===== src/rtl/input_debounce_edge_pkg.sv =====
// Shared encodings for debounce-style FSMs.
// The state values are fixed so that later keypad scanner and edge-counter
// stages can decode the same encoding.
package input_debounce_edge_pkg;

  // Debounce FSM states: two settled levels, each with a matching check state
  typedef enum logic [1:0] {
    STABLE_LOW  = 2'd0,
    CHECK_HIGH  = 2'd1,
    STABLE_HIGH = 2'd2,
    CHECK_LOW   = 2'd3
  } db_state_t;

  // True while a candidate transition is being qualified
  function automatic logic is_check(input db_state_t st);
    return (st == CHECK_HIGH) || (st == CHECK_LOW);
  endfunction

endpackage


===== src/rtl/input_debounce_edge_sync_ff_chain.sv =====
// Multi-flop synchroniser used wherever an asynchronous level enters
// the clk domain. The chain has no enable and always shifts.
module sync_ff_chain #(
  parameter int SYNC_STAGES = 2
) (
  input  logic clk,
  input  logic clear_n,
  input  logic async_in,
  output logic sync_out
);

  logic [SYNC_STAGES-1:0] chain;

  // Shift the raw level toward the output; stage 0 is the metastable catcher
  always_ff @(posedge clk) begin
    if (!clear_n) chain <= '0;
    else          chain <= {chain[SYNC_STAGES-2:0], async_in};
  end

  assign sync_out = chain[SYNC_STAGES-1];

endmodule


===== src/rtl/input_debounce_edge.sv =====
// Debounced level source for the D flip-flop stage.
// A raw pin is synchronised and must hold a new level for STABLE_COUNT
// checked cycles before d follows it. rise/fall pulse for one cycle in the
// cycle d first shows its new value. en=0 freezes the qualifier but not the
// synchroniser.
module input_debounce_edge
  import input_debounce_edge_pkg::*;
#(
  parameter int SYNC_STAGES  = 2,
  parameter int STABLE_COUNT = 10,
  parameter int CNT_WIDTH    = 4
) (
  input  logic clk,
  input  logic clear_n,
  input  logic din,
  input  logic en,
  output logic d,
  output logic rise,
  output logic fall,
  output logic busy
);

  // The last count value of a check; reaching it with s still matching fires
  localparam logic [CNT_WIDTH-1:0] CNT_LAST = CNT_WIDTH'(STABLE_COUNT - 1);

  logic                 s;
  db_state_t            state;
  logic [CNT_WIDTH-1:0] cnt;

  sync_ff_chain #(
    .SYNC_STAGES (SYNC_STAGES)
  ) u_sync (
    .clk      (clk),
    .clear_n  (clear_n),
    .async_in (din),
    .sync_out (s)
  );

  // Debounce FSM with registered level, edge pulses and busy flag.
  // The counter is cleared on every check entry and exit, so it never
  // exceeds CNT_LAST and cannot wrap.
  always_ff @(posedge clk) begin
    if (!clear_n) begin
      state <= STABLE_LOW;
      cnt   <= '0;
      d     <= 1'b0;
      rise  <= 1'b0;
      fall  <= 1'b0;
      busy  <= 1'b0;
    end else begin
      // Pulses last one cycle; they are also forced low while frozen
      rise <= 1'b0;
      fall <= 1'b0;
      if (en) begin
        case (state)
          STABLE_LOW: begin
            if (s) begin
              state <= CHECK_HIGH;
              cnt   <= '0;
              busy  <= 1'b1;
            end
          end
          CHECK_HIGH: begin
            if (!s) begin
              // Glitch rejected: go back without touching d
              state <= STABLE_LOW;
              cnt   <= '0;
              busy  <= 1'b0;
            end else if (cnt == CNT_LAST) begin
              state <= STABLE_HIGH;
              cnt   <= '0;
              d     <= 1'b1;
              rise  <= 1'b1;
              busy  <= 1'b0;
            end else begin
              cnt <= cnt + 1'b1;
            end
          end
          STABLE_HIGH: begin
            if (!s) begin
              state <= CHECK_LOW;
              cnt   <= '0;
              busy  <= 1'b1;
            end
          end
          CHECK_LOW: begin
            if (s) begin
              state <= STABLE_HIGH;
              cnt   <= '0;
              busy  <= 1'b0;
            end else if (cnt == CNT_LAST) begin
              state <= STABLE_LOW;
              cnt   <= '0;
              d     <= 1'b0;
              fall  <= 1'b1;
              busy  <= 1'b0;
            end else begin
              cnt <= cnt + 1'b1;
            end
          end
          default: begin
            state <= STABLE_LOW;
            cnt   <= '0;
            busy  <= 1'b0;
          end
        endcase
      end
    end
  end

endmodule


===== config.mk =====
export PLATFORM = sky130hd
export DESIGN_NAME = input_debounce_edge
export DESIGN_NICKNAME = d
export VERILOG_FILES = /design/src/rtl/input_debounce_edge_pkg.sv /design/src/rtl/input_debounce_edge_sync_ff_chain.sv /design/src/rtl/input_debounce_edge.sv
export SDC_FILE = /design/constraint.sdc
export NUM_CORES = 1
export LEC_CHECK = 0
export CORE_AREA = 2 2 39 41
export DETAILED_ROUTE_END_ITERATION = 7
export DIE_AREA = 0 0 41 43
export SLEW_MARGIN = 30
export SYNTH_ARGS = -nofsm -noshare
export SYNTH_HDL_FRONTEND = slang
export SYNTH_SLANG_ARGS = --single-unit
export TNS_END_PERCENT = 1

===== constraint.sdc =====
create_clock -name clk -period 1.5 [get_ports clk]
set_input_delay 0.3 -clock clk [delete_from_list [all_inputs] [get_ports clk]]
set_output_delay 0.3 -clock clk [all_outputs]
set_load 0.1 [all_outputs]

==> results.toml <==
[global_routing]
antenna_found_initial = 0
grt_pass1_wl_mm = 1.57
grt_pass1_vias = 386
grt_overflow = 0
grt_max_degree = 8
grt_usage_pct = 13.9

[drt]
drt_iter0_markers = 3
vias = 447
ant_nets = 0
drc = 0
dr.pass1.iters = 2
wirelength_mm = 1.02
drt-wirelength-per-cell_um = 11.1
via_per_inst = 4.86

[critical_path]
critPathLaunchType = "flip-flop"
crit_required_ns = 1.69
cp_data_arrival_time_ns = 1.54
max_stage_delay_ns = 0.40
crit_path_end_kind = "flip-flop"
cp_slowest_cell = "dfxtp_1"
critPathMaxFanout = 5
reg2reg_depth = 6
critical_path_class = "reg2reg"
worstPathCellList = "ha_1 -> nand3b_1 -> buf_4 -> nor2_1 -> nand2_1 -> nor3b_1"

[timing]
max_freq_ghz = 0.740
rsz0062_at_grt = "false"
worst_slew_pin_slew_ns = 0.506
fin_crit_sh_pct = 90.0
hold_ws_ns = 0.444
fin_skew_ns = 0.00308
fin_crit_ns = 1.35
setup_violations = 0
hold_viol = 0
slew_violations = 0
slew_headroom_pct = 65.9

[clock_network]
clock-root-buffer = "clkbuf_4"
htreeDepth = 1
clkTransAtPathRegs_ns = 0.08
cts_buffer_depth = 2
cts_buffers = 3
postCtsHoldBufs = 0
cts_setup_buffers = 0
clock_latency_ns = 0.28
clock-sinks = 12
cts_tree = "built"

[hold_path]
min_path_type = "reg2reg"
worstHoldPathCells = 1

[power]
leakage_nw = 0.284
p_int_mw = 0.493
p_comb_share_pct = 7.4
swShare_pct = 22.6
powerDensity_mw_per_mm2 = 865
clockPowerShare_pct = 41.4
switching_power_mw = 0.144
ir_drop_mv = 0.466
p_seq_share_pct = 51.3

[layout]
final_common_cell = "dfxtp_1"
fin_nets = 83
post-route-util_pct = 53.3
drive_above_1_share_pct = 25.0
n_antenna_cell = 0
final_cell_mix = "dfxtp_1, nand2_1, buf_4, nor2_1, a21oi_1"
area.growth.synth_to_final_pct = 37.6

[yosys]
synth_area_leaders = "dfxtp_1, nand2_1, a21oi_1"
postSynthAreaPerCell_um2 = 8.78
synth.net_count = 67
synth_top_cell_by_area = "dfxtp_1"
syn_area_um2 = 536
synth_warnings = 0
ys_ff_latch = 12
synth_cells = 61
synth_top_area_share_pct = 44.9
synth-seq-area-share_pct = 44.9
yosysUniqueCellTypes = 23

[placed_design]
io_buffers = 7
gp_congestion = 0.745
place_hpwl_um = 783

[floorplanning]
core-area_mm2 = 0.00138
initial_utilization_pct = 38.7
std_cell_rows = 14
die_width_um = 41
die-height_um = 43
ios = 8
die_area_mm2 = 0.00176

[flow_run]
drv_cap = 0

[status]
status = "complete, no violations"
==> timing repair <==
| action | 4_1_cts | 5_1_grt |
|---|---|---|
| endpoints found under the hold margin | 0 | 0 |
| setup endpoints to repair | 0 | 1 |
| resized for setup | 0 | 1 |
==> sequential cells by signal, indices dropped and copies added, names as in the netlist, named ones only <==
signal and flops:
cnt 4, u_sync.chain 2, busy 1, d 1, fall 1, rise 1, state 1
==> layout make-up <==
cell class / instances / area (µm²)
well taps: 16 / 20.0
clock buffers: 4 / 36.3
multi-input cells: 43 / 269
flip-flops and latches: 12 / 241
repair buffers: 13 / 155
inverters: 4 / 15.0
fillers: 127 / 647
==> logic make-up (layout without fill, tap and decap cells) <==
group	Yosys count	after routing	synth area share (%)
simple gates	26	26	25.0
xor+xnor	1	1	3.04
flops	12	12	44.9
buf+inv	6	21	5.14
fa+ha+maj	2	2	4.67
compound gates	14	14	17.3
==> power by group through the flow <==
stage	logic [mW]	clock network, mW	registers [mW]
global route	0.0511	0.283	0.328
detailed placement	0.0470	0	0.335
floorplan	0.0160	0	0.341
global placement	0.0467	0	0.334
CTS	0.0473	0.272	0.327
finish	0.0470	0.264	0.327
==> layer usage <==
layer | track usage (%) | wire [µm] | up-vias
met5 | 0 | 0 | -
met4 | 6.00 | 17 | 0
met2 | 20.6 | 474 | 7
li1 | - | - | 238
met1 | 16.4 | 491 | 200
met3 | 6.28 | 40 | 2
==> worst max-delay path: cells and delay by family (launching register included) <==
| family | cells | cell delay, ns |
|---|---|---|
| adders and majority gates | 1 | 0.17 |
| buffers and inverters | 1 | 0.15 |
| DFF | 1 | 0.40 |
| and+or+nand+nor | 4 | 0.55 |
==> cells in the mapped netlist <==
| library cell | n |
|---|---|
| buf_4 | 1 |
| ha_1 | 2 |
| nor2_2 | 1 |
| a21boi_0 | 1 |
| a2111oi_2 | 1 |
| nor2_1 | 5 |
| nand3b_1 | 2 |
| nor3b_1 | 3 |
| o31ai_1 | 1 |
| and2_1 | 2 |
| o21bai_1 | 1 |
| xor2_2 | 1 |
| buf_2 | 1 |
| inv_1 | 4 |
| and3_1 | 1 |
| a32oi_1 | 1 |
| nand2_1 | 7 |
| o21ai_0 | 3 |
| nand3_1 | 4 |
| a31oi_1 | 1 |
| dfxtp_1 | 12 |
| nor2b_1 | 1 |
| a21oi_1 | 5 |
==> through the flow <==
step	setup WS, ns	TNS [ns]	area [µm²]	instances	total power [mW]
final	0.149	0	737	92	0.638
after global routing	0.0489	0	737	92	0.662
after global placement	0.0236	0	699	88	0.381
after CTS	0.128	0	736	92	0.646
after detailed placement	-0.0640	-0.0640	699	88	0.382
after floorplan	0.168	0	537	61	0.357
==> path summary, 6_finish.rpt <==
path	start	end	slack (ns)
setup / recovery	cnt[0]	rise	0.15
hold / removal	u_sync.chain[0]	u_sync.chain[1]	0.44
setup reg to reg	cnt[0]	rise	0.15
hold reg to reg	u_sync.chain[0]	u_sync.chain[1]	0.44
No activity file was read; power rests on OpenSTA's default activity.
